## src/rtl/flatten_frame_scheduler.sv

```systemverilog
// Symbol-rate scheduler for the flattener: paces preamble, payload and gap symbols
// on a divide-by-32 load edge, and generates the 1M/2M clock enables.
module flatten_frame_scheduler #(
  parameter int unsigned    M        = 8,
  parameter int unsigned    PRE_LEN  = 8,
  parameter logic [M-1:0]   PRE_WORD = 'hA5,
  parameter int unsigned    PAY_LEN  = 64,
  parameter int unsigned    GAP_LEN  = 4
) (
  input  logic         clk,
  input  logic         rst,
  input  logic         enable,
  input  logic         bypass_req,
  input  logic [M-1:0] src_data,
  input  logic         src_valid,
  output logic         src_ready,
  output logic         ce_1M,
  output logic         ce_2M,
  output logic         bypass,
  output logic [M-1:0] I,
  output logic         I_valid,
  input  logic         I_ready,
  output logic         busy,
  output logic         frame_done,
  output logic         underrun
);

  localparam logic [7:0] PreLast = 8'(PRE_LEN - 1);
  localparam logic [7:0] PayLen  = 8'(PAY_LEN);
  localparam logic [7:0] GapLast = 8'(GAP_LEN - 1);

  typedef enum logic [1:0] {StIdle, StPre, StPay, StGap} state_e;

  state_e     state;
  logic [4:0] div_cnt;
  logic [7:0] cnt;
  logic       cur_counted;
  logic       load;
  logic [7:0] pay_done;
  logic       pay_slot;

  assign load = (div_cnt == 5'd31);

  // cnt holds counted symbols before the current one; cur_counted says whether
  // the symbol now on I (possibly a stall) counts toward the payload length.
  assign pay_done = cnt + {7'd0, cur_counted};

  // Load edges whose outgoing symbol is a payload slot.
  assign pay_slot = ((state == StPre) && (cnt == PreLast)) ||
                    ((state == StPay) && (pay_done != PayLen));

  always_ff @(posedge clk) begin
    if (rst) begin
      div_cnt     <= 5'd0;
      state       <= StIdle;
      cnt         <= 8'd0;
      cur_counted <= 1'b0;
      ce_1M       <= 1'b0;
      ce_2M       <= 1'b0;
      bypass      <= 1'b0;
      I           <= '0;
      I_valid     <= 1'b0;
      src_ready   <= 1'b0;
      busy        <= 1'b0;
      frame_done  <= 1'b0;
      underrun    <= 1'b0;
    end else begin
      div_cnt    <= div_cnt + 5'd1;
      ce_1M      <= (div_cnt == 5'd0);
      ce_2M      <= (div_cnt == 5'd0) || (div_cnt == 5'd16);
      src_ready  <= 1'b0;
      frame_done <= 1'b0;
      if (load) begin
        unique case (state)
          StIdle: begin
            cnt <= 8'd0;
            if (enable && src_valid) begin
              state   <= StPre;
              bypass  <= bypass_req;
              busy    <= 1'b1;
              I       <= PRE_WORD;
              I_valid <= 1'b1;
            end else begin
              I       <= '0;
              I_valid <= 1'b0;
            end
          end
          StPre: begin
            if (cnt == PreLast) begin
              state <= StPay;
              cnt   <= 8'd0;
            end else begin
              cnt     <= cnt + 8'd1;
              I       <= PRE_WORD;
              I_valid <= 1'b1;
            end
          end
          StPay: begin
            if (pay_done == PayLen) begin
              state   <= StGap;
              cnt     <= 8'd0;
              I       <= '0;
              I_valid <= 1'b0;
            end else begin
              cnt <= pay_done;
            end
          end
          StGap: begin
            I       <= '0;
            I_valid <= 1'b0;
            if (cnt == GapLast) begin
              state      <= StIdle;
              cnt        <= 8'd0;
              busy       <= 1'b0;
              frame_done <= 1'b1;
            end else begin
              cnt <= cnt + 8'd1;
            end
          end
          default: state <= StIdle;
        endcase

        if (pay_slot) begin
          src_ready   <= I_ready;
          cur_counted <= I_ready;
          I           <= (I_ready && src_valid) ? src_data : '0;
          I_valid     <= I_ready && src_valid;
          if (I_ready && !src_valid) begin
            underrun <= 1'b1;
          end
        end
      end
    end
  end

endmodule

```

## config.mk

```make
export PLATFORM = sky130hd
export DESIGN_NAME = flatten_frame_scheduler
export DESIGN_NICKNAME = d
export VERILOG_FILES = /design/src/rtl/flatten_frame_scheduler.sv
export SDC_FILE = /design/constraint.sdc
export NUM_CORES = 1
export LEC_CHECK = 0
export BUFFER_PORTS_ARGS = -buffer_cell sky130_fd_sc_hd__buf_2
export CAP_MARGIN = 20
export CORE_MARGIN = 2
export CORE_UTILIZATION = 60
export CTS_CLUSTER_SIZE = 14
export DETAILED_ROUTE_END_ITERATION = 10
export PLACE_DENSITY = 0.84
export SKIP_LAST_GASP = 1
export SYNTH_ARGS = -nofsm -noshare
export SYNTH_HDL_FRONTEND = slang
export SYNTH_SLANG_ARGS = --single-unit
export TNS_END_PERCENT = 20
```

## constraint.sdc

```tcl
create_clock -name clk -period 4 [get_ports clk]
set_input_delay 0.4 -clock clk [delete_from_list [all_inputs] [get_ports clk]]
set_output_delay 0.4 -clock clk [all_outputs]
set_load 0.01 [all_outputs]
```

==> run summary, run 1 <==
Layout Cells excl Fill - 260
Most common library cell in the layout ignoring fill and taps - sky130_fd_sc_hd__dfxtp_1
Global-route congestion overflow total - 0
Count of warnings emitted by yosys - 0
Post CTS Setup Buffer Count - 0
Register area share after synthesis - 35.6%
Hold buffer count at cts - 0
Final core area utilization - 70.6%
Share of synthesized flip-flops with an asynchronous set or reset - 0%
Overall Global Routing Usage - 27.2%
Actual transition at the worst max-transition pin - 776 ps
Power density over the cells - 274 nW/µm²
I/O Pins - 30
Top library cells by usage in the layout, fill and taps aside - sky130_fd_sc_hd__dfxtp_1 (32), sky130_fd_sc_hd__buf_2 (29), sky130_fd_sc_hd__nor2_1 (20)
DRC violation count after routing - 0
Clock insertion delay at the later pin of the skew report - 350 ps
Count of H-tree levels built during CTS - 2
Flip-flop and latch count after synthesis - 32
Chip height - 58.8 µm
Classification of the worst setup path - register to register
Remaining number of nets flagged by the antenna check after routing - 0
Worst Path Required - 4220 ps
Worst stage delay on the critical path - 470 ps
Multi-input combinational cell area - 1070 µm²
Cells along the critical path - ha_1 -> nor4b_2 -> nand2_1 -> o31ai_4 -> o221ai_1 -> o211ai_1 -> o21ai_0
Leakage power of the design - 0.839 nW
Post-route setup TNS - 0 ps
Die W - 58.8 µm
Starting DRC count in detailed routing - 94
Clock tree from TritonCTS - done
Slowest library cell on the worst path - sky130_fd_sc_hd__dfxtp_1
Initial standard-cell utilization of the core - 64.2%
Number of detailed-routing iterations run before antenna repair - 5
# clock sinks - 32
Setup repair after global routing missed its margin - no
Worst setup SP type - register
Routed wire per std cell - 16.4 µm
Final Hold Vio Count - 0
Overall via count from detail_route - 1,710
Final setup violation count - 0
Maximum operating frequency - 392 MHz
Worst-path fanout max - 8
Final critical-path required period - 2550 ps
Distinct cell type count of the synthesized netlist - 50
Overall power after layout - 542 µW
Clock edge transition at the registers on the reported setup and hold paths - 100 ps
Synth Flop Type - sky130_fd_sc_hd__dfxtp_1
Longest Clk Path Bufs - 2
Avg Synthesized Cell Area - 8.78 µm²
Arrival time at the worst endpoint - 2760 ps
Clock Skews - 7.86 ps
Net count of the mapped netlist - 229
Nets - 252
Count of inserted antenna diode cells - 0
Cell at the root of the clock tree - sky130_fd_sc_hd__clkbuf_4
Antenna violations before repair - 0
Quantity of I/O buffers inserted on ports - 29
Final worst-path cycle share - 63.7%
Via/cell ratio - 6.58
Max-slew headroom at the worst pin - 48.3%
Max-cap check violation count - 0
Share of post-route cells with drive strength above 1 - 21.4%
Synthesized area - 1800 µm²
Die Footprint - 3460 µm²
Class of the most critical hold timing path - input port to register
Growth of design area from synthesis to finish - 9.94%
Clock buffers created by TritonCTS - 5
Total placed cells including tap cells - 252
Endpoint kind of the worst setup timing path - register
Status - complete, no violations
Filler cells - 217
Worst IR drop on VDD - 250 µV
Gate Count Post-Synth - 205
GP Congestion - 0.912
Via count of the first global-routing pass - 1,594
First-pass GRT wire length - 6970 µm
Total of cells resized after clock tree synthesis - 0
Placeable core region - 2810 µm²
FF/Latch Area - 641 µm²
Post-synth EDFFs - 0
Row cnt - 19
Total routed wirelength - 4270 µm
Largest net degree at the start of global routing - 24
Slew Viols, Final - 0
Dpl hpwl - 3050 µm
metal layers:
metal  vias to the layer above  wire [µm]  global-route usage [%]
met1                       795       1760                    32.9
met3                        23        327                    8.13
met4                         0        141                    16.6
li1                        802          -                       -
met5                         -          0                       0
met2                        90       2050                    42.4
worst paths after layout:
path,cells past startpoint,to,slack (ps),start
hold / removal,2,I[3]$_SDFFE_PP0P_,260,src_data[3]
hold reg to reg,1,ce_1M$_SDFF_PP0_,460,div_cnt[4]$_SDFF_PP0_
setup reg to reg,7,cnt[4]$_SDFFE_PP0N_,1450,cnt[1]$_SDFFE_PP0N_
setup / recovery,7,cnt[4]$_SDFFE_PP0N_,1450,cnt[1]$_SDFFE_PP0N_
cell usage after synthesis, types with 5 or more instances:
library cell | count | area, µm²
sky130_fd_sc_hd__a211oi_2 | 5 | 62.6
sky130_fd_sc_hd__a22o_1 | 8 | 70.1
sky130_fd_sc_hd__ha_1 | 10 | 125
sky130_fd_sc_hd__dfxtp_1 | 32 | 641
sky130_fd_sc_hd__nor2b_1 | 5 | 31.3
sky130_fd_sc_hd__a21oi_1 | 14 | 70.1
sky130_fd_sc_hd__inv_1 | 8 | 30.0
sky130_fd_sc_hd__and3_1 | 7 | 43.8
sky130_fd_sc_hd__o21ai_0 | 7 | 35.0
sky130_fd_sc_hd__clkbuf_1 | 6 | 22.5
sky130_fd_sc_hd__nor2_1 | 20 | 75.1
sky130_fd_sc_hd__nand2_1 | 19 | 71.3
stage by stage:
step / hold WS (ps) / instance area, µm² / worst slack (ps)
2_1_floorplan: 398 / 1800 / 1740
3_3_place_gp: 418 / 1920 / 1640
3_5_place_dp: 447 / 1920 / 1540
4_1_cts: 247 / 1980 / 1520
5_1_grt: 260 / 1980 / 1300
6_report: 258 / 1980 / 1450
state kept, by name (all words and copies together) (netlist names):
register and flops:
cur_counted 1, ce_2M 1, state 2, underrun 1
cnt 8, I 8, ce_1M 1, bypass 1
I_valid 1, frame_done 1, src_ready 1, div_cnt 5
busy 1
logic make-up (layout without fill, tap and decap cells):
group                    after synthesis  in the layout  share of synthesized area, %
flip-flops                            32             32                          35.6
buffers and inverters                 21             45                          5.07
AND/OR/NAND/NOR                       73             73                          21.5
XOR/XNOR                               4              4                          1.95
AO/OA/AOI/OAI                         63             63                          27.9
adder cells (fa/ha/maj)               10             10                          6.95
multiplexers                           2              2                          1.11
worst max-delay path: cells and delay by family (launching register included):
family	cells	cell delay (ps)
compound gates	4	1010
fa+ha+maj	1	310
flops	1	470
simple gates	2	630
power breakdown:
part	total, mW	internal [mW]	switching, mW
combinational	0.0282	0.0114	0.0168
clock	0.188	0.0673	0.120
sequential	0.326	0.323	0.00289
total	0.542	0.402	0.140
final cells by class:
| type | count | area share (%) |
|---|---|---|
| multi-input cells | 152 | 54.0 |
| clock inverters | 3 | 0.948 |
| clock buffers | 5 | 1.90 |
| inverters | 8 | 1.52 |
| repair buffers | 29 | 7.33 |
| flip-flops and latches | 32 | 32.4 |
| well taps | 31 | 1.96 |
No activity file was read; power rests on OpenSTA's default activity.
==> inputs of run 2 (changes only) <==
Settings changed: CORE_UTILIZATION 60 to 55, PLACE_DENSITY 0.84 to 0.78.
Clock period 4 ns to 2.46 ns, I/O delays scaled along.
==> run 2 against run 1 <==
  * Count of clock-buffer cells in the layout grew 1
  * Sequential share of layout area decreased by 1.3 points
  * Sequential cell count is the same
  * Combinational power up 66%
  * Power increased by 62%
  * Critical path depth rose by 1
  * Maximum frequency up 7.9%
  * Sequential power grew 63%
  * Global-route usage fell by 1.6 points
  * First-iteration DRC count increased by 43%
  * Worst setup slack worse by 1400 ps
  * Critical path type unchanged
  * Critical endpoint is now I[0]$_SDFFE_PP0P_
  * Largest power group unchanged
  * Highest routed layer unchanged
==> run summary, run 2 (synthesized netlist as in run 1, its figures left out) <==
GP Congestion - 0.923 (was 0.912)
Count of inserted antenna diode cells - 0 (unchanged)
Leakage power of the design - 0.872 nW (was 0.839 nW)
# clock sinks - 32 (unchanged)
Top library cells by usage in the layout, fill and taps aside - sky130_fd_sc_hd__dfxtp_1 (32), sky130_fd_sc_hd__buf_2 (29), sky130_fd_sc_hd__nor2_1 (20) (unchanged)
Clock tree from TritonCTS - done (unchanged)
Max-cap check violation count - 0 (unchanged)
Worst setup SP type - register (unchanged)
Biggest regs - I: 8 flops, cnt: 8 flops, div_cnt: 5 flops (unchanged)
Quantity of I/O buffers inserted on ports - 29 (unchanged)
DRC violation count after routing - 0 (unchanged)
Nets - 260 (was 252)
Row cnt - 20 (was 19)
Classification of the worst setup path - register to register (unchanged)
Placement-stage cell area - 2000 µm² (was 1920 µm²)
Max-slew headroom at the worst pin - 68.1% (was 48.3%)
Longest Clk Path Bufs - 2 (unchanged)
Worst stage delay on the critical path - 560 ps (was 470 ps)
Total routed wirelength - 4250 µm (was 4270 µm)
Largest net degree at the start of global routing - 24 (unchanged)
First-pass GRT wire length - 7110 µm (was 6970 µm)
Class of the most critical hold timing path - input port to register (unchanged)
Clock insertion delay at the later pin of the skew report - 340 ps (was 350 ps)
Clock edge transition at the registers on the reported setup and hold paths - 110 ps (was 100 ps)
Most common library cell in the layout ignoring fill and taps - sky130_fd_sc_hd__dfxtp_1 (unchanged)
I/O Pins - 30 (unchanged)
Final worst-path cycle share - 96.0% (was 63.7%)
Setup repair after global routing missed its margin - yes (was no)
Clock Skews - 19.8 ps (was 7.86 ps)
Slew Viols, Final - 0 (unchanged)
Clock buffers created by TritonCTS - 5 (unchanged)
Endpoint kind of the worst setup timing path - register (unchanged)
Dpl hpwl - 3130 µm (was 3050 µm)
Slowest library cell on the worst path - sky130_fd_sc_hd__o41a_4 (was sky130_fd_sc_hd__dfxtp_1)
Filler cells - 251 (was 217)
Initial standard-cell utilization of the core - 58.5% (was 64.2%)
Final critical-path required period - 2360 ps (was 2550 ps)
Via/cell ratio - 5.99 (was 6.58)
Overall power after layout - 880 µW (was 542 µW)
Worst Path Required - 2720 ps (was 4220 ps)
Antenna violations before repair - 0 (unchanged)
Remaining number of nets flagged by the antenna check after routing - 0 (unchanged)
Worst IR drop on VDD - 327 µV (was 250 µV)
Die W - 61.2 µm (was 58.8 µm)
Final Hold Vio Count - 0 (unchanged)
Routed wire per std cell - 15.1 µm (was 16.4 µm)
Buffering stage count on the worst path with inverters included - 0 (unchanged)
Final setup violation count - 0 (unchanged)
Cells along the critical path - ha_2 -> ha_1 -> xor2_1 -> and4_1 -> o221a_2 -> a21oi_2 -> o41a_4 -> a211oi_2 (was ha_1 -> nor4b_2 -> nand2_1 -> o31ai_4 -> o221ai_1 -> o211ai_1 -> o21ai_0)
Via count of the first global-routing pass - 1,553 (was 1,594)
Chip height - 61.2 µm (was 58.8 µm)
Status - complete, no violations (unchanged)
Post-route setup TNS - 0 ps (unchanged)
Growth of design area from synthesis to finish - 14.4% (was 9.94%)
Placeable core region - 3080 µm² (was 2810 µm²)
Global-route congestion overflow total - 0 (unchanged)
Cell family with the largest share of critical-path delay - compound AO/OA/AOI/OAI gates (unchanged)
Share of post-route cells with drive strength above 1 - 24.1% (was 21.4%)
Overall via count from detail_route - 1,684 (was 1,710)
Arrival time at the worst endpoint - 2630 ps (was 2760 ps)
Worst-path fanout max - 9 (was 8)
Overall Global Routing Usage - 25.6% (was 27.2%)
Power density over the cells - 427 nW/µm² (was 274 nW/µm²)
Number of detailed-routing iterations run before antenna repair - 5 (unchanged)
Actual transition at the worst max-transition pin - 479 ps (was 776 ps)
Count of H-tree levels built during CTS - 2 (unchanged)
Maximum operating frequency - 423 MHz (was 392 MHz)
Cell at the root of the clock tree - sky130_fd_sc_hd__clkbuf_4 (unchanged)
Die Footprint - 3750 µm² (was 3460 µm²)
Final non-filler cell area - 2060 µm² (was 1980 µm²)
Starting DRC count in detailed routing - 134 (was 94)
[run 2: changes by cell type in the layout (fill, tap and decap cells not counted)]
cell | before | now
sky130_fd_sc_hd__buf_4 | 0 | 8
sky130_fd_sc_hd__clkinv_2 | 2 | 0
sky130_fd_sc_hd__clkbuf_1 | 0 | 1
sky130_fd_sc_hd__clkinvlp_4 | 0 | 1
sky130_fd_sc_hd__ha_1 | 10 | 9
sky130_fd_sc_hd__ha_2 | 0 | 1
[run 2: final cells by class]
class                   count  area (µm²)  share of cell area, %
flip-flops and latches     32         641                   31.1
well taps                  44        55.1                   2.67
repair buffers             37         205                   9.96
clock inverters             2        16.3                  0.790
clock buffers               6        41.3                   2.00
inverters                   8        30.0                   1.46
multi-input cells         152        1070                   52.0
[run 2: per-layer routing]
metal / up-vias / wire length (µm) / global-route usage, %
li1: 826 / - / -
met1: 760 / 1800 / 33.9
met2: 80 / 2020 / 40.3
met3: 18 / 259 / 3.57
met4: 0 / 165 / 13.7
met5: - / 0 / 0
[run 2: path summary, 6_finish.rpt]
| kind | to | cells past startpoint | slack [ps] | startpoint |
|---|---|---|---|---|
| min reg2reg | ce_1M$_SDFF_PP0_ | 1 | 430 | div_cnt[4]$_SDFF_PP0_ |
| min | I[4]$_SDFFE_PP0P_ | 2 | 110 | src_data[4] |
| max reg2reg | I[0]$_SDFFE_PP0P_ | 8 | 100 | cnt[0]$_SDFFE_PP0N_ |
| max | I[0]$_SDFFE_PP0P_ | 8 | 100 | cnt[0]$_SDFFE_PP0N_ |
[run 2: metrics by stage]
step | setup WS [ps] | instances | hold WS, ps | utilization [%]
after floorplan | 202 | 205 | 331 | -
after global placement | 221 | 273 | 405 | 65.0
after detailed placement | 86.4 | 273 | 415 | 65.0
after CTS | 84.3 | 281 | 99.5 | 66.8
after global routing | -29.8 | 281 | 109 | 66.9
final | 98.4 | 281 | 112 | 66.9
[run 2: timing repair]
| action | CTS | global route |
|---|---|---|
| setup endpoints to repair | 0 | 8 |
| hold buffers | 0 | 0 |
| buffers inserted | 0 | 0 |
| resized for setup | 0 | 1 |
[run 2: where the power goes]
| part | leakage, nW | switching, mW | total, mW | internal, mW |
|---|---|---|---|---|
| Clock | 0.0284 | 0.190 | 0.304 | 0.113 |
| Sequential | 0.259 | 0.00459 | 0.530 | 0.525 |
| Combinational | 0.584 | 0.0280 | 0.0468 | 0.0188 |
